$ cat config.mk
export PLATFORM = sky130hd
export DESIGN_NAME = mtx_burst_ctrl
export DESIGN_NICKNAME = d
export VERILOG_FILES = /design/src/rtl/mtx_burst_ctrl.sv
export SDC_FILE = /design/constraint.sdc
export NUM_CORES = 1
export LEC_CHECK = 0
export ABC_CLOCK_PERIOD_IN_PS = 7550
export BUFFER_PORTS_ARGS = -buffer_cell sky130_fd_sc_hd__buf_2
export CAP_MARGIN = 5
export CORE_MARGIN = 4
export CORE_UTILIZATION = 55
export DETAILED_ROUTE_END_ITERATION = 6
export PLACE_DENSITY = 0.76
export RECOVER_POWER = 100
export SYNTH_ARGS = -nofsm -noshare
export SYNTH_HDL_FRONTEND = slang
export SYNTH_SLANG_ARGS = --single-unit
$ cat constraint.sdc
create_clock -name clk -period 7.55 [get_ports clk]
set_input_delay 0.755 -clock clk [delete_from_list [all_inputs] [get_ports clk]]
set_output_delay 0.755 -clock clk [all_outputs]
set_load 0.02 [all_outputs]
$ cat src/rtl/mtx_burst_ctrl.sv
// mtx_burst_ctrl: sequences N bursts of B phase beats separated by G srst cycles
// for the multi-tone phase/DDS generator. The generator is held in soft reset
// whenever no burst is running, so every burst starts from the start phase.
// Build option: define MTX_BURST_STATS_EN to add the stall_cnt output.
module mtx_burst_ctrl #(
  parameter int unsigned LEN_WIDTH = 32,
  parameter int unsigned CNT_WIDTH = 16,
  parameter int unsigned GAP_WIDTH = 24
) (
  input  logic                 clk,
  input  logic                 resetn,
  input  logic                 start,
  input  logic                 abort,
  input  logic [LEN_WIDTH-1:0] cfg_burst_len,
  input  logic [CNT_WIDTH-1:0] cfg_n_bursts,
  input  logic [GAP_WIDTH-1:0] cfg_gap,
  output logic                 gen_srst,
  output logic                 phase_tvalid,
  output logic                 phase_tlast,
  input  logic                 phase_tready,
  output logic                 busy,
  output logic                 done,
  output logic                 aborted,
  output logic [CNT_WIDTH-1:0] burst_idx
`ifdef MTX_BURST_STATS_EN
  ,
  output logic [31:0]          stall_cnt
`endif
);

  localparam logic [1:0] S_IDLE = 2'd0;
  localparam logic [1:0] S_RUN  = 2'd1;
  localparam logic [1:0] S_GAP  = 2'd2;

  logic [1:0]           state_q, state_d;
  logic [LEN_WIDTH-1:0] len_q, len_d;
  logic [CNT_WIDTH-1:0] nb_q, nb_d;
  logic [GAP_WIDTH-1:0] gap_q, gap_d;
  logic [LEN_WIDTH-1:0] beat_q, beat_d;
  logic [GAP_WIDTH-1:0] gcnt_q, gcnt_d;
  logic [CNT_WIDTH-1:0] idx_q, idx_d;
  logic                 pend_q, pend_d;
  logic                 srst_q, srst_d;
  logic                 valid_q, valid_d;
  logic                 last_q, last_d;
  logic                 busy_q, busy_d;
  logic                 done_q, done_d;
  logic                 abrt_q, abrt_d;

  logic                 accept;
  logic                 fire;
  logic                 gap_end;

  assign accept  = start && !abort && (cfg_burst_len != '0) && (cfg_n_bursts != '0);
  assign fire    = valid_q && phase_tready;
  // G==0 is treated as a one-cycle gap
  assign gap_end = (gap_q == '0) || (gcnt_q == gap_q - GAP_WIDTH'(1));

  // Next-state and next-output decode
  always_comb begin
    state_d = state_q;
    len_d   = len_q;
    nb_d    = nb_q;
    gap_d   = gap_q;
    beat_d  = beat_q;
    gcnt_d  = gcnt_q;
    idx_d   = idx_q;
    pend_d  = pend_q;
    srst_d  = 1'b1;
    valid_d = 1'b0;
    last_d  = 1'b0;
    done_d  = 1'b0;
    abrt_d  = 1'b0;

    case (state_q)
      S_IDLE: begin
        if (accept) begin
          len_d   = cfg_burst_len;
          nb_d    = cfg_n_bursts;
          gap_d   = cfg_gap;
          beat_d  = '0;
          gcnt_d  = '0;
          idx_d   = '0;
          state_d = S_RUN;
        end
      end
      S_RUN: begin
        pend_d = pend_q | abort;
        if (fire) begin
          beat_d = beat_q + LEN_WIDTH'(1);
          if (last_q) begin
            if (pend_q) begin
              abrt_d  = 1'b1;
              state_d = S_IDLE;
            end else if (idx_q == nb_q - CNT_WIDTH'(1)) begin
              done_d  = 1'b1;
              state_d = S_IDLE;
            end else begin
              idx_d   = idx_q + CNT_WIDTH'(1);
              gcnt_d  = '0;
              state_d = S_GAP;
            end
          end
        end
      end
      S_GAP: begin
        if (abort || pend_q) begin
          abrt_d  = 1'b1;
          state_d = S_IDLE;
        end else if (gap_end) begin
          beat_d  = '0;
          state_d = S_RUN;
        end else begin
          gcnt_d = gcnt_q + GAP_WIDTH'(1);
        end
      end
      default: begin
        state_d = S_IDLE;
      end
    endcase

    if (state_d == S_IDLE) begin
      pend_d = 1'b0;
    end
    if (state_d == S_RUN) begin
      srst_d  = 1'b0;
      valid_d = 1'b1;
      last_d  = pend_d || (beat_d == len_d - LEN_WIDTH'(1));
    end
    busy_d = (state_d != S_IDLE);
  end

  // State, counters and registered outputs
  always_ff @(posedge clk) begin
    if (!resetn) begin
      state_q <= S_IDLE;
      len_q   <= '0;
      nb_q    <= '0;
      gap_q   <= '0;
      beat_q  <= '0;
      gcnt_q  <= '0;
      idx_q   <= '0;
      pend_q  <= 1'b0;
      srst_q  <= 1'b1;
      valid_q <= 1'b0;
      last_q  <= 1'b0;
      busy_q  <= 1'b0;
      done_q  <= 1'b0;
      abrt_q  <= 1'b0;
    end else begin
      state_q <= state_d;
      len_q   <= len_d;
      nb_q    <= nb_d;
      gap_q   <= gap_d;
      beat_q  <= beat_d;
      gcnt_q  <= gcnt_d;
      idx_q   <= idx_d;
      pend_q  <= pend_d;
      srst_q  <= srst_d;
      valid_q <= valid_d;
      last_q  <= last_d;
      busy_q  <= busy_d;
      done_q  <= done_d;
      abrt_q  <= abrt_d;
    end
  end

  assign gen_srst     = srst_q;
  assign phase_tvalid = valid_q;
  assign phase_tlast  = last_q;
  assign busy         = busy_q;
  assign done         = done_q;
  assign aborted      = abrt_q;
  assign burst_idx    = idx_q;

`ifdef MTX_BURST_STATS_EN
  logic [31:0] stall_q;

  // Saturating count of RUN cycles where the generator withheld tready
  always_ff @(posedge clk) begin
    if (!resetn) begin
      stall_q <= '0;
    end else if (state_q == S_IDLE && accept) begin
      stall_q <= '0;
    end else if (state_q == S_RUN && !phase_tready && stall_q != 32'hFFFF_FFFF) begin
      stall_q <= stall_q + 32'd1;
    end
  end

  assign stall_cnt = stall_q;
`endif

endmodule

==> key figures <==
Run status
  – Status: complete, but fails checks
  – Failing checks: max-capacitance violations, max-slew violations

Timing
  – Slew HR: -0.490
  – Final min period: 6160 ps
  – Setup_tns: 0 ps
  – Max Fclk: approximately 160 MHz
  – RSZ-0062 raised after global routing: no
  – Worst Setup Slack, final: 1390 ps
  – Final period util: 0.816
  – Actual slew at the worst max-slew pin: 2240 ps
  – Finish-stage setup viols: 0
  – Final Max Slew Viols: 51
  – Clock skew: 10.5 ps
  – Final hold violation count: 0

Worst setup path
  – Crit path DAT: 6490 ps
  – R2R cell count: 14
  – Crit Path Max Fanout: 11
  – Crit path from: cfg_burst_len[5]
  – Worst path bufs/invs: 1
  – R2r setup slk: about 1400 ps
  – Worst path slowest cell: nor3_1
  – Highest cell delay on the worst timing path: 1140 ps
  – Crit path cell chain: clkbuf_1 > or4_1 > or3_1 > nor3_1 > o21ai_1 > and2_1 > ha_1 > nor4b_1 > nand4_1 > nor2_1 > a2bb2oi_1 > a22oi_4 > and2b_1 > xor2_1 > mux2_2 > a211oi_1 > nand4_1 > nor4_1 > nand4_1 > o32ai_1
  – Critical path class: input port to flop
  – CP most frequent cell: nand4_1
  – CP endpoint kind: flop
  – R2r endpoint: phase_tlast
  – Top Family by Delay on Critical Path: simple AND/OR/NAND/NOR gates
  – Worst R2R Start: state_q[0]
  – Critical path data required time: 7880 ps
  – CP Launch Type: input port

Drt
  – Final wirelength: 29600 µm
  – Vias per cell: 6.20
  – Wire per inst: between 15 and 20 µm
  – Remaining antenna violation count: 0
  – Starting DRT DRC Count: 1076
  – Via count: 10300
  – Drc violations: 0
  – DRT Pass-1 Iters: 6

Power and ir drop
  – Int Pwr: approximately 1.5 mW
  – Worst VDD drop: 0.154 mV
  – Reg power frac: 0.392
  – Gate power share: 0.201
  – Net Sw Power: between 0.6 and 0.7 mW
  – Switching share of total power: 0.298
  – Clock share of power: 0.407
  – Power per Cell Area: 192 mW/mm²
  – LEAKAGE: roughly 4.1 nW
  – Power, Total: roughly 2.2 mW

Min path
  – Worst min path class: flop to flop
  – WHS Endpoint: nb_q[15]
  – Hold_sp: nb_q[15]
  – Hold path depth: 2

Finish
  – Final Util: 0.626
  – Fin area: 0.0114 mm²
  – Nets: 1502
  – Antenna diodes: 0
  – Ratio of cells with drive above 1 in the final layout: 0.111
  – Commonest non-fill, non-tap cell in the layout: nand2_1
  – Most frequent cells in the layout: 204 x nand2_1, 153 x dfxtp_1, 124 x nor2_1
  – Area growth syn-to-layout: 10.4%

Floorplan
  – Core Region: around 0.018 mm²
  – Die ar.: 0.0210 mm²
  – DIE HEIGHT: ~150 µm
  – Chip width: around 150 µm
  – Initial Util: 0.567
  – Number of I/O pins: 99
  – Cell Rows: 49

Place
  – Post-DP Area: 0.0109 mm²
  – Final Wtd Congestion: 0.967
  – Detailed placer's ending HPWL: about 22000 µm
  – Post-Place Worst Slack: about 1200 ps
  – Port buffer count: 98

Clock tree
  – # hold bufs at CTS: 0
  – Post-CTS Setup Inserts: 0
  – Post_cts resized: 0
  – H-Tree Level Count: 4
  – Worst-skew pair later-pin latency: 430 ps
  – Clk sinks: 153
  – Total CTS buffers: 17
  – Clock root buffer: clkbuf_16
  – CTS tree: built
  – Deepest clock path buffer count: 2
  – Clock-pin slew on the worst setup and hold paths: 60 ps

Synthesis
  – Async SR Flop Fraction: 0
  – Mapped Avg Cell Area: 7.59 µm²
  – Post-synth cell types: 89
  – Post-synth EDFFs: 0
  – Synth Register Bits: 153
  – Ys Warns: 0
  – Register area share after synthesis: 0.296
  – Net count after synthesis: 1449
  – Post-synth top flop: dfxtp_1
  – Synthesized area: about 0.010 mm²
  – Post-Syn Instances: roughly 1400

GRT
  – Remaining global-route overflow: 0
  – Initial antenna violation count: 0
  – Global-route wire length before repair: 48800 µm
  – Total Routing Usage GR: 0.276
  – Maximum number of pins on one net before global-route repair: just over 80
  – Vias in the first global route: ~9500

Job
  – Total of max-cap violations: 1
## sequential cells by signal, summed over array words and instances (netlist names)
signal and cells:
phase_tvalid 1, len_q 32, busy 1, done 1, burst_idx 16, gen_srst 1, gcnt_q 24, aborted 1
beat_q 32, nb_q 16, gap_q 24, pend_q 1, state_q 2, phase_tlast 1
## logic make-up after synthesis
family / count (synthesis) / share of synthesized area
multiplexers: 41 / 0.0420
buffers and inverters: 99 / 0.0406
AO/OA/AOI/OAI: 271 / 0.172
AND/OR/NAND/NOR: 648 / 0.317
adder cells (fa/ha/maj): 11 / 0.0133
flip-flops: 153 / 0.296
XOR/XNOR: 138 / 0.118
## cell usage after synthesis (12+ instances only)
cell | n | area (µm²)
nand4_1 | 33 | 206
mux2i_1 | 28 | 280
a211oi_1 | 14 | 105
and3_1 | 18 | 113
dfxtp_1 | 153 | 3060
clkbuf_1 | 52 | 195
nor2_1 | 123 | 462
o21ai_0 | 48 | 240
or3_1 | 27 | 169
and2_1 | 14 | 87.6
xnor2_1 | 75 | 657
a21oi_1 | 102 | 510
nor4_1 | 32 | 200
nand3_1 | 53 | 265
nor3_1 | 64 | 320
inv_1 | 25 | 93.8
nand2_1 | 205 | 769
xor2_1 | 61 | 534
a31oi_1 | 17 | 106
or4_1 | 12 | 90.1
## layout make-up
class / count / area (µm²)
multi-input cells: 1109 / 6830
well taps: 229 / 287
inverters: 26 / 97.6
clock buffers: 19 / 443
fillers: 1643 / 6810
clock inverters: 13 / 168
flip-flops and latches: 153 / 3060
repair buffers: 107 / 518
## through the flow
stage / hold WS (ps) / cells
after floorplan: 446 / 1361
after global placement: 464 / 1624
after detailed placement: 479 / 1624
after CTS: 490 / 1656
after global routing: 505 / 1656
final: 489 / 1656
## routing by layer
metal,wire (µm),GRT usage,up-vias
li1,-,-,5022
met1,12900,0.374,4765
met2,13800,0.450,416
met3,2050,0.0424,67
met4,869,0.0983,0
met5,0,0,-
## worst max-delay path by stage
stage / to / slack (ps) / cells past startpoint
2_1_floorplan: phase_tlast / 1080 / 23
3_3_place_gp: phase_tlast / 1380 / 19
3_5_place_dp: phase_tlast / 1240 / 19
4_1_cts: phase_tlast / 1670 / 19
5_1_grt: phase_tlast / 740 / 14
6_report: phase_tlast / 1390 / 20
## power groups by stage
stage	logic, mW	clock network, mW	registers (mW)
final	0.440	0.891	0.857
after global routing	0.484	0.939	0.861
after CTS	0.436	0.904	0.857
after detailed placement	0.433	0	0.875
after global placement	0.426	0	0.874
after floorplan	0.330	0	0.865
## worst register-to-register path, cell delays in order (launching register included)
cell and delay (ps):
dfxtp_1 350, inv_1 120, ha_1 260, and2_0 310, nand2_1 360, nor2_1 1090
clkbuf_1 1680, nor2_1 130, nor2_1 200, o2111ai_1 370, a311oi_1 400, nand4_1 140
nor4_1 240, nand4_1 120, o32ai_1 240
(Power assumes the default switching activity.)
